==> config.mk <==
export PLATFORM = sky130hd
export DESIGN_NAME = wave_pixel_modulator
export DESIGN_NICKNAME = d
export VERILOG_FILES = /design/src/rtl/wave_pixel_modulator.sv
export SDC_FILE = /design/constraint.sdc
export NUM_CORES = 2
export LEC_CHECK = 0
export BUFFER_PORTS_ARGS = -buffer_cell sky130_fd_sc_hd__buf_2
export CORE_MARGIN = 4
export CORE_UTILIZATION = 45
export CTS_BUF_LIST = sky130_fd_sc_hd__clkbuf_4 sky130_fd_sc_hd__clkbuf_8
export CTS_CLUSTER_SIZE = 16
export DETAILED_ROUTE_END_ITERATION = 8
export PLACE_DENSITY_LB_ADDON = 0.08
export REMOVE_ABC_BUFFERS = 1
export SYNTH_ARGS = -nofsm -noshare
export SYNTH_HDL_FRONTEND = slang
export SYNTH_SLANG_ARGS = --single-unit
==> constraint.sdc <==
create_clock -name clk -period 5.53 [get_ports clk]
set_input_delay 0.8295 -clock clk [delete_from_list [all_inputs] [get_ports clk]]
set_output_delay 0.8295 -clock clk [all_outputs]
set_load 0.01 [all_outputs]
==> src/rtl/wave_pixel_modulator.sv <==
// Pixel stage around horizontal_wave: emits per-pixel x/phase, delays each pixel to
// meet the returned Q1.15 coefficient, then scales the R, G and B channels by it.
module wave_pixel_modulator #(
  parameter int unsigned WAVE_LATENCY = 13,
  parameter int unsigned CH_WIDTH     = 8
) (
  input  logic                    clk,
  input  logic                    rst_n,
  input  logic                    en,
  input  logic [15:0]             phase_step,
  input  logic                    s_valid,
  output logic                    s_ready,
  input  logic [3*CH_WIDTH-1:0]   s_data,
  input  logic                    s_user,
  input  logic                    s_last,
  output logic                    wave_en,
  output logic [15:0]             wave_x,
  output logic [15:0]             wave_phase,
  input  logic [15:0]             wave_koef,
  output logic                    m_valid,
  input  logic                    m_ready,
  output logic [3*CH_WIDTH-1:0]   m_data,
  output logic                    m_user,
  output logic                    m_last
);

  localparam int unsigned DW = 3 * CH_WIDTH;
  localparam int unsigned SW = DW + 3;
  localparam int unsigned PW = CH_WIDTH + 18;

  logic             advance;
  logic             accept;
  logic             sof_step;
  logic [15:0]      x_q;
  logic [15:0]      phase_acc_q;
  logic             first_frame_q;
  logic [SW-1:0]    dl_q [WAVE_LATENCY];
  logic [SW-1:0]    head;
  logic [DW-1:0]    scaled_d;
  logic             m_valid_q;
  logic [DW-1:0]    m_data_q;
  logic             m_user_q;
  logic             m_last_q;

  assign advance = en & (m_ready | ~m_valid_q);
  assign accept  = s_valid & advance;
  assign s_ready = advance;
  assign wave_en = advance;
  assign head    = dl_q[WAVE_LATENCY-1];

  assign m_valid = m_valid_q;
  assign m_data  = m_data_q;
  assign m_user  = m_user_q;
  assign m_last  = m_last_q;

  // The very first SOF after reset keeps phase 0; later SOFs see the stepped phase at once.
  always_comb begin
    wave_x     = s_user ? '0 : x_q;
    sof_step   = s_valid & s_user & ~first_frame_q;
    wave_phase = sof_step ? phase_acc_q + phase_step : phase_acc_q;
  end

  always_ff @(posedge clk or negedge rst_n) begin
    if (!rst_n) begin
      x_q           <= '0;
      phase_acc_q   <= '0;
      first_frame_q <= 1'b1;
    end else if (accept) begin
      x_q <= s_last ? '0 : wave_x + 16'd1;
      if (s_user) begin
        if (first_frame_q) first_frame_q <= 1'b0;
        else               phase_acc_q   <= wave_phase;
      end
    end
  end

  always_ff @(posedge clk or negedge rst_n) begin
    if (!rst_n) begin
      for (int unsigned i = 0; i < WAVE_LATENCY; i++) dl_q[i] <= '0;
    end else if (advance) begin
      dl_q[0] <= {accept, s_data, s_user, s_last};
      for (int unsigned i = 1; i < WAVE_LATENCY; i++) dl_q[i] <= dl_q[i-1];
    end
  end

  function automatic logic [CH_WIDTH-1:0] scale_ch(input logic [CH_WIDTH-1:0] ch,
                                                    input logic [15:0] k);
    logic signed [PW-1:0] p;
    logic signed [PW-1:0] r;
    p = $signed({{(PW-CH_WIDTH){1'b0}}, ch}) * $signed({{(PW-16){k[15]}}, k});
    r = (p + $signed(PW'(16384))) >>> 15;
    if (k[15])                     return '0;
    else if (|r[PW-1:CH_WIDTH])    return '1;
    else                           return r[CH_WIDTH-1:0];
  endfunction

  always_comb begin
    scaled_d = '0;
    for (int unsigned c = 0; c < 3; c++)
      scaled_d[c*CH_WIDTH +: CH_WIDTH] = scale_ch(head[2 + c*CH_WIDTH +: CH_WIDTH], wave_koef);
  end

  always_ff @(posedge clk or negedge rst_n) begin
    if (!rst_n) begin
      m_valid_q <= 1'b0;
      m_data_q  <= '0;
      m_user_q  <= 1'b0;
      m_last_q  <= 1'b0;
    end else if (advance) begin
      m_valid_q <= head[SW-1];
      m_data_q  <= scaled_d;
      m_user_q  <= head[1];
      m_last_q  <= head[0];
    end
  end

endmodule

==> run metrics <==
top-area cell type share of the netlist area=0.345; CP Cell Sequence=buf_6, buf_4, and2_1, fa_2, fa_1, inv_1, fa_1, inv_2, fa_1, ha_4, ha_4, nand4b_1, or4_4, a211o_1, a31oi_4, a311o_2, mux2i_2, and3_4, a221o_1; CTS H-tree depth=3; largest net degree at the start of global routing=180; fin crit share=0.979; Starting Density=0.454; first-pass GRT wire length=112 mm; I/O Buffers=123; DP Area=32700 sq um; Worst Path Required=6060 ps; layout cells sized above 1=0.164; CP Max Fanout=7; clk slew on worst S/H paths=60 ps; Cells after Synth=3350; hold crit path type=input port to async pin; largest stage delay on the critical path=540 ps; Period minus WS final=5410 ps; post-synthesis sequential area ratio=0.345; P_sw=10000 uW; crit end category=flop; Clock Skews=55.9 ps; RD Place Congestion=0.851; pwr/cell area=668 nW/um^2; clock latency on the worst-skew pair=660 ps; EDFF count, synth=0; Antenna Violating Nets Remaining=0; number of global-route vias before repair=22800; synth warn=0; post-route cell area=35000 sq um; total power=23400 uW; num rows=94; FF-to-FF setup slack=120 ps; Routed wire per std cell=14.6 um; crit path kind=flop to flop; io pins=124; Max VDD drop=0.420 mV; max-slew violation count=0; DR DRC count=0; Post-CTS Hold Buffers=0; final setup vio count=0; Synth async-reset ratio=1.00; final net count=4227; slowest CP cell=fa_1; placed cells=4397; Lkg Pwr=0.0197 uW; CTS tree=done; Main synth FF type=dfrtp_1; Arrival @ worst endpoint=5940 ps; cts bufs inserted=73; switching share of total power=0.429; initial antenna violation count=1; initial drt markers=1155; Die X-Extent=265 um; Die Area=70400 sq um; dpl hpwl=47.4 mm; synthesis-to-finish area growth=17.7%; area leader, netlist=dfrtp_1; Comb pwr share=0.656; CTS root buf=clkbuf_8; DRT Pass-1 Iters=5; Max Clock Freq=0.185 GHz; final core utilization=0.534; Clock power frac=0.129; Worst slew margin=0.290; syn avg cell area=8.89 sq um; Hold Fails Final Rpt=0; mean number of vias per cell=4.81; post-synth cell types=62; aggregate routed wire length=66.5 mm; critical path's most frequent cell=fa_1; All-Layer GR Usage=0.190; Max Cap Violations=0; status=finished, final reports clean; setup TNS=0 ps; Die Height=265 um; flops & latches, synth=411; Core Area=65600 sq um; fin cells=4563; Pint=13400 uW; Startpoint Class=flop; worst slew pin tran=1070 ps; Synth Cell Area=29800 sq um; RSZ-0062 raised after global routing=yes; TritonCTS Sinks=411; Synth area leaders=dfrtp_1, fa_1, nand2_1; sequential share of power=0.215; Max Root-Sink Buffers=3; grt ovf=0; routed via count=21900
[critical path: cells and delay by family, from the launching register on]
family	cells	cell delay [ps]
muxes	1	80
AOI/OAI and AO/OA	4	1130
buffers and inverters	4	380
adders and majority gates	6	2360
and+or+nand+nor	4	930
DFF	1	430
[per-layer routing]
metal | vias to the layer above | wire, um | track usage
met1 | 10700 | 30200 | 0.254
met3 | 92 | 1850 | 0.0239
met5 | - | 0 | 0
li1 | 10800 | - | -
met4 | 0 | 1710 | 0.0621
met2 | 280 | 32700 | 0.324
[logic make-up (layout without fill, tap and decap cells)]
kind of cell             after synthesis  count (layout)  synth area share
other                                  0               1                 0
adder cells (fa/ha/maj)              521             521             0.298
multiplexers                           4               4           0.00143
AO/OA/AOI/OAI                        220             220            0.0462
flip-flops                           411             411             0.345
buffers and inverters                506             854            0.0643
XOR/XNOR                              51              51            0.0150
AND/OR/NAND/NOR                     1637            1637             0.230
[Yosys cell counts, types with 6 or more instances]
library cell	number
xnor2_1	31
nor3_1	10
clkbuf_1	155
o21ai_0	74
nand2b_1	6
a221o_1	7
inv_1	343
a21oi_1	48
a31oi_1	15
nor2_1	32
ha_1	208
nand2_1	1323
dfrtp_1	410
and2_1	186
a21o_1	28
o211ai_1	6
nand4_1	8
nand3_1	16
nor2b_1	23
xor2_1	20
and3_1	14
fa_1	313
o21ai_1	6
[stage by stage]
step / hold slack, ps / setup WS, ps
finish: 141 / 118
floorplan: 434 / -34060
detailed placement: 448 / -675
global route: 157 / -84.2
global placement: 446 / -568
CTS: 117 / 29.0
[power by group through the flow]
stage                     clock (uW)  sequential [uW]  combinational [uW]
after floorplan                    0             5000                9360
after global placement             0             5080               14000
after detailed placement           0             5120               14400
after CTS                       3150             5080               14500
after global routing            3290             5200               17600
final                           3030             5020               15400
[registers in the layout (all words and copies together), names as in the netlist]
register,flops
phase_acc_q,16
x_q,16
m_valid,1
m_last,1
m_data,24
m_user,1
dl_q,324
head,27
first_frame_q,1
[timing repair]
| action | CTS | global route |
|---|---|---|
| buffers inserted | 0 | 34 |
| pin swaps | 3 | 62 |
| setup endpoints to repair | 21 | 24 |
| gates resized for setup | 13 | 98 |
| gates cloned | 0 | 1 |
[final cells by class]
class	instances	area (sq um)
Fill cell	6173	30600
Multi-Input combinational cell	2433	17900
Sequential cell	411	10300
Timing Repair Buffer	380	2830
Clock buffer	114	1410
Inverter	344	1300
Tap cell	864	1080
Clock inverter	16	179
Antenna cell	1	2.50
[path summary, 6_finish.rpt]
check                                      from                         to  cells after the start
hold / removal                            rst_n      dl_q[279]$_DFFE_PN0P_                      1
setup / recovery            head[5]$_DFFE_PN0P_      m_data[1]$_DFFE_PN0P_                     19
min in group clk                        s_valid  first_frame_q$_DFFE_PN1P_                      2
setup reg to reg            head[5]$_DFFE_PN0P_      m_data[1]$_DFFE_PN0P_                     19
hold reg to reg            dl_q[97]$_DFFE_PN0P_       dl_q[70]$_DFFE_PN0P_                      2
max in group asynchronous                 rst_n      dl_q[129]$_DFFE_PN0P_                      2
[cell usage in the layout (no fill, tap or decap), types with 17 or more instances in the layout]
cell type,n
clkbuf_8,88
ha_1,196
nand2_1,1317
o21ai_0,72
nor2b_1,23
and2_1,183
buf_12,17
xor2_1,20
buf_2,117
dfrtp_1,393
a21oi_1,41
a21o_1,28
xnor2_1,31
inv_1,339
clkbuf_4,34
buf_4,227
fa_1,298
nor2_1,30
(Power assumes the default switching activity.)
